$ cat config.mk
export PLATFORM = sky130hd
export DESIGN_NAME = instruction_fetch_flat
export DESIGN_NICKNAME = d
export VERILOG_FILES = /design/src/rtl/fetch_pkg.sv /design/src/rtl/instruction_fetch_if.sv /design/src/rtl/fetch_fifo.sv /design/src/rtl/instruction_fetch.sv /design/src/flat_wrapper.sv
export SDC_FILE = /design/constraint.sdc
export NUM_CORES = 1
export LEC_CHECK = 0
export CAP_MARGIN = 20
export CORE_ASPECT_RATIO = 0.7
export CORE_MARGIN = 3
export CORE_UTILIZATION = 47
export DETAILED_ROUTE_END_ITERATION = 7
export PLACE_DENSITY = 0.76
export SYNTH_ARGS = -nofsm -noshare
export SYNTH_HDL_FRONTEND = slang
export SYNTH_SLANG_ARGS = --single-unit
$ cat constraint.sdc
create_clock -name clk -period 3 [get_ports clk]
set_clock_uncertainty 0.1 [all_clocks]
set_input_delay 0.6 -clock clk [delete_from_list [all_inputs] [get_ports clk]]
set_output_delay 0.6 -clock clk [all_outputs]
set_load 0.02 [all_outputs]
$ cat src/rtl/fetch_pkg.sv
// Shared types and helpers for the instruction fetch unit.
// Holds the FIFO entry type (pc + instruction word) and the word-alignment helper.
package fetch_pkg;

  localparam int unsigned WORD_BYTES  = 4;
  localparam int unsigned ROM_LATENCY = 1;

  typedef struct packed {
    logic [31:0] pc;
    logic [31:0] instr;
  } fetch_entry_t;

  // Force a byte address onto a word boundary.
  function automatic logic [31:0] align_word(input logic [31:0] addr);
    return {addr[31:2], 2'b00};
  endfunction

endpackage

$ cat src/rtl/instruction_fetch_if.sv
// Bus bundle between the fetch unit and its neighbours.
//   rom_enable/rom_address : read request to the instruction ROM
//   rom_data               : ROM read data, one cycle after the request
//   redirect_valid/pc      : branch/exception redirect from execute
//   instr_valid/ready/data/pc : instruction handshake towards decode
// master = fetch unit side, slave = ROM/execute/decode side.
interface instruction_fetch_if;

  logic        rom_enable;
  logic [31:0] rom_address;
  logic [31:0] rom_data;
  logic        redirect_valid;
  logic [31:0] redirect_pc;
  logic        instr_valid;
  logic        instr_ready;
  logic [31:0] instr_data;
  logic [31:0] instr_pc;

  modport master (
    output rom_enable, rom_address, instr_valid, instr_data, instr_pc,
    input  rom_data, redirect_valid, redirect_pc, instr_ready
  );

  modport slave (
    input  rom_enable, rom_address, instr_valid, instr_data, instr_pc,
    output rom_data, redirect_valid, redirect_pc, instr_ready
  );

endinterface

$ cat src/rtl/fetch_fifo.sv
// Instruction buffer: DEPTH-entry circular FIFO of fetch_entry_t.
// Ports:
//   clk, rst_n  : clock, async active-low reset
//   i_push      : write i_entry (accepted when not full, or full with a pop)
//   i_pop       : consume the head entry (ignored when empty)
//   i_flush     : empty the FIFO; wins over push and pop
//   o_count     : number of stored entries
//   o_valid     : head entry is valid
//   o_head      : head entry (read straight out of the storage registers)
module fetch_fifo
  import fetch_pkg::*;
#(
  parameter int unsigned DEPTH = 2
) (
  input  logic                     clk,
  input  logic                     rst_n,
  input  logic                     i_push,
  input  fetch_entry_t             i_entry,
  input  logic                     i_pop,
  input  logic                     i_flush,
  output logic [$clog2(DEPTH):0]   o_count,
  output logic                     o_valid,
  output fetch_entry_t             o_head
);

  localparam int unsigned AW = $clog2(DEPTH);
  localparam int unsigned CW = AW + 1;
  localparam logic [CW-1:0] L_DEPTH = CW'(DEPTH);

  fetch_entry_t  r_mem [DEPTH];
  logic [AW-1:0] r_wr_ptr;
  logic [AW-1:0] r_rd_ptr;
  logic [CW-1:0] r_count;
  logic          w_pop;
  logic          w_push;

  // Qualify pop/push against the current occupancy.
  always_comb begin
    w_pop  = i_pop & (r_count != '0);
    w_push = i_push & ((r_count != L_DEPTH) | w_pop);
  end

  // Storage, pointers and occupancy; flush empties without touching storage.
  always_ff @(posedge clk or negedge rst_n) begin
    if (!rst_n) begin
      r_wr_ptr <= '0;
      r_rd_ptr <= '0;
      r_count  <= '0;
      for (int i = 0; i < int'(DEPTH); i++) begin
        r_mem[i] <= '0;
      end
    end else if (i_flush) begin
      r_wr_ptr <= '0;
      r_rd_ptr <= '0;
      r_count  <= '0;
    end else begin
      if (w_push) begin
        r_mem[r_wr_ptr] <= i_entry;
        r_wr_ptr        <= r_wr_ptr + AW'(1);
      end
      if (w_pop) begin
        r_rd_ptr <= r_rd_ptr + AW'(1);
      end
      case ({w_push, w_pop})
        2'b10:   r_count <= r_count + CW'(1);
        2'b01:   r_count <= r_count - CW'(1);
        default: r_count <= r_count;
      endcase
    end
  end

  assign o_count = r_count;
  assign o_valid = (r_count != '0);
  assign o_head  = r_mem[r_rd_ptr];

endmodule

$ cat src/rtl/instruction_fetch.sv
// Instruction fetch unit: owns the fetch PC, issues word reads to a ROM with
// one cycle of read latency, buffers returned words with their PC and hands
// them to decode over valid/ready. A redirect flushes buffered and in-flight
// fetches and restarts fetching at the (word-aligned) target.
// Ports:
//   clk, rst_n : clock, async active-low reset
//   bus        : instruction_fetch_if.master (ROM port, redirect, decode port)
module instruction_fetch
  import fetch_pkg::*;
#(
  parameter logic [31:0] RESET_PC   = 32'h0000_0000,
  parameter int unsigned FIFO_DEPTH = 2
) (
  input  logic                clk,
  input  logic                rst_n,
  instruction_fetch_if.master bus
);

  localparam int unsigned CW = $clog2(FIFO_DEPTH) + 1;
  localparam logic [CW:0] L_DEPTH = (CW + 1)'(FIFO_DEPTH);

  logic [31:0]   r_fetch_pc;
  logic          r_inflight;
  logic          r_drop;
  logic          w_pop;
  logic          w_issue;
  logic          w_push;
  logic [CW:0]   w_credit;
  logic [CW-1:0] w_count;
  logic          w_head_valid;
  fetch_entry_t  w_head;
  fetch_entry_t  w_entry;

  // Issue credit: only request a word if the FIFO is sure to have room for it.
  // Issue is held off while reset is asserted so rom_enable drops immediately.
  always_comb begin
    w_pop         = w_head_valid & bus.instr_ready;
    w_credit      = {1'b0, w_count} + {{CW{1'b0}}, r_inflight} - {{CW{1'b0}}, w_pop};
    w_push        = r_inflight & ~r_drop;
    w_entry.pc    = r_fetch_pc - 32'(WORD_BYTES);
    w_entry.instr = bus.rom_data;
    if (!rst_n || bus.redirect_valid) begin
      w_issue = 1'b0;
    end else begin
      w_issue = (w_credit < L_DEPTH);
    end
  end

  // Fetch PC, in-flight flag and response-kill flag.
  always_ff @(posedge clk or negedge rst_n) begin
    if (!rst_n) begin
      r_fetch_pc <= RESET_PC;
      r_inflight <= 1'b0;
      r_drop     <= 1'b0;
    end else begin
      if (bus.redirect_valid) begin
        r_fetch_pc <= align_word(bus.redirect_pc);
      end else if (w_issue) begin
        r_fetch_pc <= r_fetch_pc + 32'(WORD_BYTES);
      end
      r_inflight <= w_issue;
      r_drop     <= bus.redirect_valid & r_inflight;
    end
  end

  fetch_fifo #(
    .DEPTH (FIFO_DEPTH)
  ) u_fifo (
    .clk     (clk),
    .rst_n   (rst_n),
    .i_push  (w_push),
    .i_entry (w_entry),
    .i_pop   (w_pop),
    .i_flush (bus.redirect_valid),
    .o_count (w_count),
    .o_valid (w_head_valid),
    .o_head  (w_head)
  );

  assign bus.rom_enable  = w_issue;
  assign bus.rom_address = r_fetch_pc;
  assign bus.instr_valid = w_head_valid;
  assign bus.instr_data  = w_head.instr;
  assign bus.instr_pc    = w_head.pc;

endmodule

$ cat src/flat_wrapper.sv
// flat-port wrapper written by rule: the top's interface ports become plain ports
module instruction_fetch_flat import fetch_pkg::*;
#(
  parameter logic [31:0] RESET_PC   = 32'h0000_0000,
  parameter int unsigned FIFO_DEPTH = 2
)
  (clk, rst_n, bus_rom_enable, bus_rom_address, bus_instr_valid, bus_instr_data, bus_instr_pc, bus_rom_data, bus_redirect_valid, bus_redirect_pc, bus_instr_ready);
  instruction_fetch_if bus_i ();
  input  logic clk;
  input  logic rst_n;
  output wire logic [$bits(bus_i.rom_enable)-1:0] bus_rom_enable;
  output wire logic [$bits(bus_i.rom_address)-1:0] bus_rom_address;
  output wire logic [$bits(bus_i.instr_valid)-1:0] bus_instr_valid;
  output wire logic [$bits(bus_i.instr_data)-1:0] bus_instr_data;
  output wire logic [$bits(bus_i.instr_pc)-1:0] bus_instr_pc;
  input wire logic [$bits(bus_i.rom_data)-1:0] bus_rom_data;
  input wire logic [$bits(bus_i.redirect_valid)-1:0] bus_redirect_valid;
  input wire logic [$bits(bus_i.redirect_pc)-1:0] bus_redirect_pc;
  input wire logic [$bits(bus_i.instr_ready)-1:0] bus_instr_ready;
  assign bus_rom_enable = bus_i.rom_enable;
  assign bus_rom_address = bus_i.rom_address;
  assign bus_instr_valid = bus_i.instr_valid;
  assign bus_instr_data = bus_i.instr_data;
  assign bus_instr_pc = bus_i.instr_pc;
  assign bus_i.rom_data = bus_rom_data;
  assign bus_i.redirect_valid = bus_redirect_valid;
  assign bus_i.redirect_pc = bus_redirect_pc;
  assign bus_i.instr_ready = bus_instr_ready;
  instruction_fetch #(.RESET_PC(RESET_PC), .FIFO_DEPTH(FIFO_DEPTH)) u_core (.clk(clk), .rst_n(rst_n), .bus(bus_i));
endmodule
* Yosys cells after proc, flatten, opt, wreduce, memory -nomap -nowiden
Cells that the tools add are included.
Storage, ports and cells: output and inout port bits 98, input bits 68, flip-flop bits (word level) 166, word-level logic and storage cells 59
Operators by class: eq/ne operators 3, bitwise logic cells 10, reduce and logical (&&, ||, !) cells 9, magnitude comparators 4, muxes and demuxes 15, $add $sub $neg 8
Operator list (number):
- 64-bit two-way mux | 4
- 128-bit bitwise mux | 1
- 64-bit demux with 1-bit select | 1
- 32-bit two-way mux | 2
- 32-bit by 3-bit adder with 32-bit output, second input constant | 1
- 32-bit by 3-bit subtractor with 32-bit output, second input constant | 1
- 2-bit nonzero test | 4
- 1-bit AND | 5
- 1-bit two-way mux | 5
- 2-bit greater-or-equal comparator, second input constant | 2
- 1-bit NOT with 2-bit output | 2
- 2-bit one-hot mux with 2 select lines | 1
- 2-bit by 1-bit adder with 3-bit output | 1
- 3-bit by 2-bit less-than comparator with 1-bit output, second input constant | 1
- 3-bit nonzero test | 1
- 3-bit by 1-bit subtractor with 3-bit output | 1
- 1-bit adder, second input constant | 2
- 2-bit by 1-bit adder with 2-bit output, second input constant | 1
- 2-bit by 1-bit equality test with 1-bit output, second input constant | 1
- 2-bit equality test, second input constant | 1
- 2-bit by 1-bit less-than comparator with 1-bit output, second input constant | 1
- 2-bit two-way mux | 1
- 2-bit != test, second input constant | 1
- 1-bit NOT | 2
- other kinds (6) | 6

* Logic depth before layout (Yosys ltp)
Gate-level depths: netlist of run 1.
word-level depth 8, mapped depth 12, mapped depth without buffers 11

* By module
From an unflattened synthesis of run 1, not the netlist that was laid out.
Second synthesis, totals: cell total of the unflattened synthesis 700, area total of the unflattened synthesis 8692.1 um^2
By module, submodules not included:
- fetch_fifo | cells an instance 365, seq. area each 3303.2 um^2, times used 1, area an instance 5916.9 um^2
- instruction_fetch | cells an instance 335, seq. area each 800.8 um^2, times used 1, area an instance 2775.2 um^2

* Worst setup path before layout of run 1
No wires, ideal clock.
path kind register to output, from register u_core.u_fifo.r_count[1], in the netlist u_core.u_fifo.o_count[1], to output port bus_rom_enable, path slack -530 ps, stages on the path, launching flop included 10, arrival time 2830 ps, buffers on the path 1, data required time 2300 ps, cell sequence dfrtp_1 or2_2 and2_1 ha_1 nand2b_1 fa_1 xor2_1 or3_1 clkinv_1 buf_1
Between the ends: cells in the longest elaborated chain, start to end 5, elaborated cells between the ends (all ways) 6, those cells by class 2 x add/sub; 1 x order compare; 1 x mux; 1 x bitwise; 1 x reduce/logical
RTL lines:
- start, declared | RTL line fetch_fifo.sv:33 | logic [CW-1:0] r_count;
- start signal, assigned | RTL line fetch_fifo.sv:65 | 2'b10: r_count <= r_count + CW'(1);
- start signal, assigned | RTL line fetch_fifo.sv:66 | 2'b01: r_count <= r_count - CW'(1);
- start signal, assigned | RTL line fetch_fifo.sv:67 | default: r_count <= r_count;
- 2-bit nonzero test | RTL line fetch_fifo.sv:73 | assign o_valid = (r_count != '0);
- via bus_instr_valid | RTL line flat_wrapper.sv:13 | output wire logic [$bits(bus_i.instr_valid)-1:0] bus_instr_valid;
- 1-bit AND | RTL line instruction_fetch.sv:37 | w_pop = w_head_valid & bus.instr_ready;
- 3-bit by 1-bit subtractor with 3-bit output | RTL line instruction_fetch.sv:38 | w_credit = {1'b0, w_count} + {{CW{1'b0}}, r_inflight} - {{CW{1'b0}}, w_pop};
- 3-bit by 2-bit less-than comparator with 1-bit output | RTL line instruction_fetch.sv:45 | w_issue = (w_credit < L_DEPTH);
- 1-bit two-way mux | RTL line instruction_fetch.sv:42 | if (!rst_n || bus.redirect_valid) begin
- end, declared | RTL line flat_wrapper.sv:11 | output wire logic [$bits(bus_i.rom_enable)-1:0] bus_rom_enable;
The timed path passes the listed nets, and every way through them passes these cells.

* Final worst setup path of run 1
from input port bus_instr_ready, to output port bus_rom_enable
Between the ends: cells in the longest elaborated chain, start to end 4
RTL lines:
- start, declared | RTL line flat_wrapper.sv:19 | input wire logic [$bits(bus_i.instr_ready)-1:0] bus_instr_ready;
- 1-bit AND | RTL line instruction_fetch.sv:37
- 3-bit by 1-bit subtractor with 3-bit output | RTL line instruction_fetch.sv:38
- 3-bit by 2-bit less-than comparator with 1-bit output | RTL line instruction_fetch.sv:45
- 1-bit two-way mux | RTL line instruction_fetch.sv:42
Every way passes these cells.

==> results of run 1 <==
## area by class of cell
cell class                 instances  area [µm²]
fill                            1306        5630
clock buffer                      18         429
timing repair buffer             204        2110
sequential                       160        4010
inverter                           9        38.8
tap                              225         282
multi-input combinational        518        3920
clock inverter                    14         174
## layer usage
layer	up-vias	wire length, µm
met3	31	1440
met1	3042	9830
met5	-	0
met2	237	8850
met4	0	336
li1	2976	-
## final timing paths
check | startpoint | end | slack (ps) | cells past startpoint
max in group asynchronous | rst_n | u_core.u_fifo.r_rd_ptr | 1810 | 2
setup / recovery | bus_instr_ready | bus_rom_enable | -330 | 9
min in group clk | u_core.u_fifo.r_mem[99] | u_core.u_fifo.r_mem[99] | 370 | 2
hold reg to reg | u_core.u_fifo.r_mem[99] | u_core.u_fifo.r_mem[99] | 370 | 2
setup reg to reg | u_core.u_fifo.o_count[1] | u_core.bus.rom_address[17] | -260 | 14
hold / removal | rst_n | u_core.r_drop | 180 | 2
## logic make-up after synthesis
kind of cell / Yosys count
fa+ha+maj: 4
compound gates: 117
simple gates: 231
mux: 130
other cells: 1
buf+inv: 70
xor+xnor: 32
flops: 160
## power breakdown
part,leakage [nW],switching (mW),internal (mW)
Combinational,2.28,1.18,1.36
Sequential,2.01,0.386,2.75
Clock,0.296,0.938,1.26
## registers in the layout, summed over array words and instances (netlist names)
signal	flops
u_core.u_fifo.o_count	2
u_core.u_fifo.r_wr_ptr	1
u_core.u_fifo.r_rd_ptr	1
u_core.r_inflight	1
u_core.bus.rom_address	30
u_core.r_drop	1
u_core.u_fifo.r_mem	124
## cell usage after synthesis, types with 2 or more instances
master	number	area, µm²
inv_1	8	30.0
or3_1	7	43.8
o21ai_1	11	55.1
nor3_1	15	75.1
and3_1	5	31.3
nor2b_1	11	68.8
nor4_1	7	43.8
o211ai_1	6	45.0
nand4_1	9	56.3
dfrtp_1	160	4000
buf_4	11	82.6
xnor2_1	24	210
nor4_2	3	37.5
a221o_1	5	50.1
buf_1	2	7.51
xor2_1	8	70.1
buf_6	2	22.5
or2_2	2	12.5
a31oi_1	2	12.5
nor4_4	2	42.5
clkbuf_1	34	128
buf_2	12	60.1
and2_1	3	18.8
o21ai_0	66	330
a22oi_1	2	15.0
nand3b_1	4	30.0
nand2_1	101	379
a21oi_1	4	20.0
ha_1	3	37.5
mux2_2	130	1460
o311ai_0	12	105
nand2b_1	3	18.8
nand3_1	19	95.1
nor3b_1	2	15.0
or4_1	3	22.5
nor2_1	23	86.3
## per-stage QoR
| stage | instances | utilization | setup slack, ps | TNS [ps] |
|---|---|---|---|---|
| 6_report | 1148 | 0.661 | -332 | -4120 |
| 5_1_grt | 1148 | 0.661 | -402 | -6560 |
| 4_1_cts | 1146 | 0.655 | -337 | -2110 |
| 3_5_place_dp | 1104 | 0.607 | -842 | -17470 |
| 3_3_place_gp | 1104 | 0.607 | -829 | -16180 |
| 2_1_floorplan | 748 | - | -38.1 | -77.1 |
## repair_timing
action | CTS | global route
gates cloned | 2 | 0
gates resized for setup | 48 | 19
pin swaps | 15 | 19
setup endpoints to repair | 27 | 28
buffers inserted | 8 | 2
## critical path, delay by kind of cell
kind	cells	cell delay, ps
adders and majority gates	2	700
and+or+nand+nor	4	680
buffers and inverters	3	640
==> impl_results.md, run 1 <==
* Outcome: finished, violations left
* Failing checks: negative setup slack
* Max-slew violation count at 0
* Worst VDD drop at 387 µV
* Cell chain of the critical path: clkdlybuf4s50_1 -> and2_4 -> ha_4 -> nand2b_4 -> fa_2 -> nand2_1 -> or3_4 -> clkinv_4 -> buf_6
* 1st-pass router iterations at 5
* Core ar. at 16600 µm²
* Die area at 18800 µm²
* CP max stage delay at 510 ps
* Min-delay worst type: in -> async
* Height of the die at 116 µm
* Hold Vio Cnt, Final at 0
* Largest family of logic cells by synthesized area: multiplexers
* Synthesized area per cell at 10.8 µm²
* Worst Path Arrival at 2630 ps
* Drt first-iter violations at 626
* Unique masters post-synth at 60
* Largest net degree at the start of global routing at 161
* Synth Cell Area at 8080 µm²
* Share of cells above drive strength 1 at 0.278
* P_leak at 4.59 nW
* TritonCTS Buffers at 17
* Min cycle time layout at 3330 ps
* Post-synthesis xor/xnor area fraction at 0.0347
* Synth warnings at 0
* Fin Hold WS at 175 ps
* Count of input and output buffers at 159
* Hpwl dp at 13600 µm
* Mux contribution to synthesized area at 0.181
* Synth Area in Compound Gates at 0.0883
* Yosys reg bits at 160
* Max-slew headroom at 0.383
* Placement Rows at 39
* Post-route cell area at 11000 µm²
* GPL Wtd Cong at 0.832
* Ant diodes at 0
* Peak Freq at 300 MHz
* Met2 Use GR at 0.326
* Adder-cell share of the synthesized area at 0.00712
* Tot GR Track Use at 0.224
* Post-synth top flop: dfrtp_1
* Max Fanout on Critical Path at 2
* Critical Path Start Type: primary input
* Final wirelength at 20500 µm
* Seq/Total Area, Yosys at 0.496
* Most common cell after layout, fill and taps aside: dfrtp_1
* RSZ-0062 raised after global routing: true
* CP Capture Type: primary output
* Critical Path RT at 2300 ps
* GR Layer Usage met1 at 0.335
* Synth Instances at 745
* Nets at 982
* Total gr overflow at 0
* CTS sink cnt at 160
* Starting Density at 0.487
* CTS clk-pin slew, worst paths at 70 ps
* Initial antenna violation count at 0
* Actual transition at the worst max-transition pin at 925 ps
* Post-route DRC at 0
* Clk Latency, worst-skew pair at 420 ps
* Tot Pwr at 7.87 mW
* EDFF count, synth at 0
* IO Count at 166
* First-pass GRT wire length at 33400 µm
* H-tree depth at 4
* Vias/cell at 5.48
* Final period util at 1.11
* # hold bufs at CTS at 0
* DIE WIDTH at 163 µm
* Async S/R FF share, synth at 1.00
* CTS root buf: clkbuf_16
* Commonest non-fill, non-tap cells in the layout: dfrtp_1 (158), clkdlybuf4s50_1 (156), mux2_2 (130), nand2_1 (101), o21ai_0 (52)
* DR vias at 6286
* CTS tree: built
* Endpoints failing setup at 27
* CP Class: in -> out
* Vias in the first global route at 6355
* Routed Antenna Nets at 0
* Area growth from synthesis to final layout at 35.7%
* Gr busiest metal: met1
* PD cells at 718 nW/µm²
* WL per Instance at 17.8 µm
* Met3 global-route usage at 0.0486
* Area after DPL at 10100 µm²
* Crit-path slowest cell: fa_2
* Max-Cap Viols at 0
* Clock buffer depth at 2
* Setup ws final at -332 ps
* Fraction of the mapped netlist area in simple logic gates at 0.151
(Power assumes the default switching activity.)
==> run 2, diff against run 1 <==
Settings changed: GPL_ROUTABILITY_DRIVEN set to 0.
==> results of run 2 <==
Final layout, timing and power as in run 1 (identical DEF).
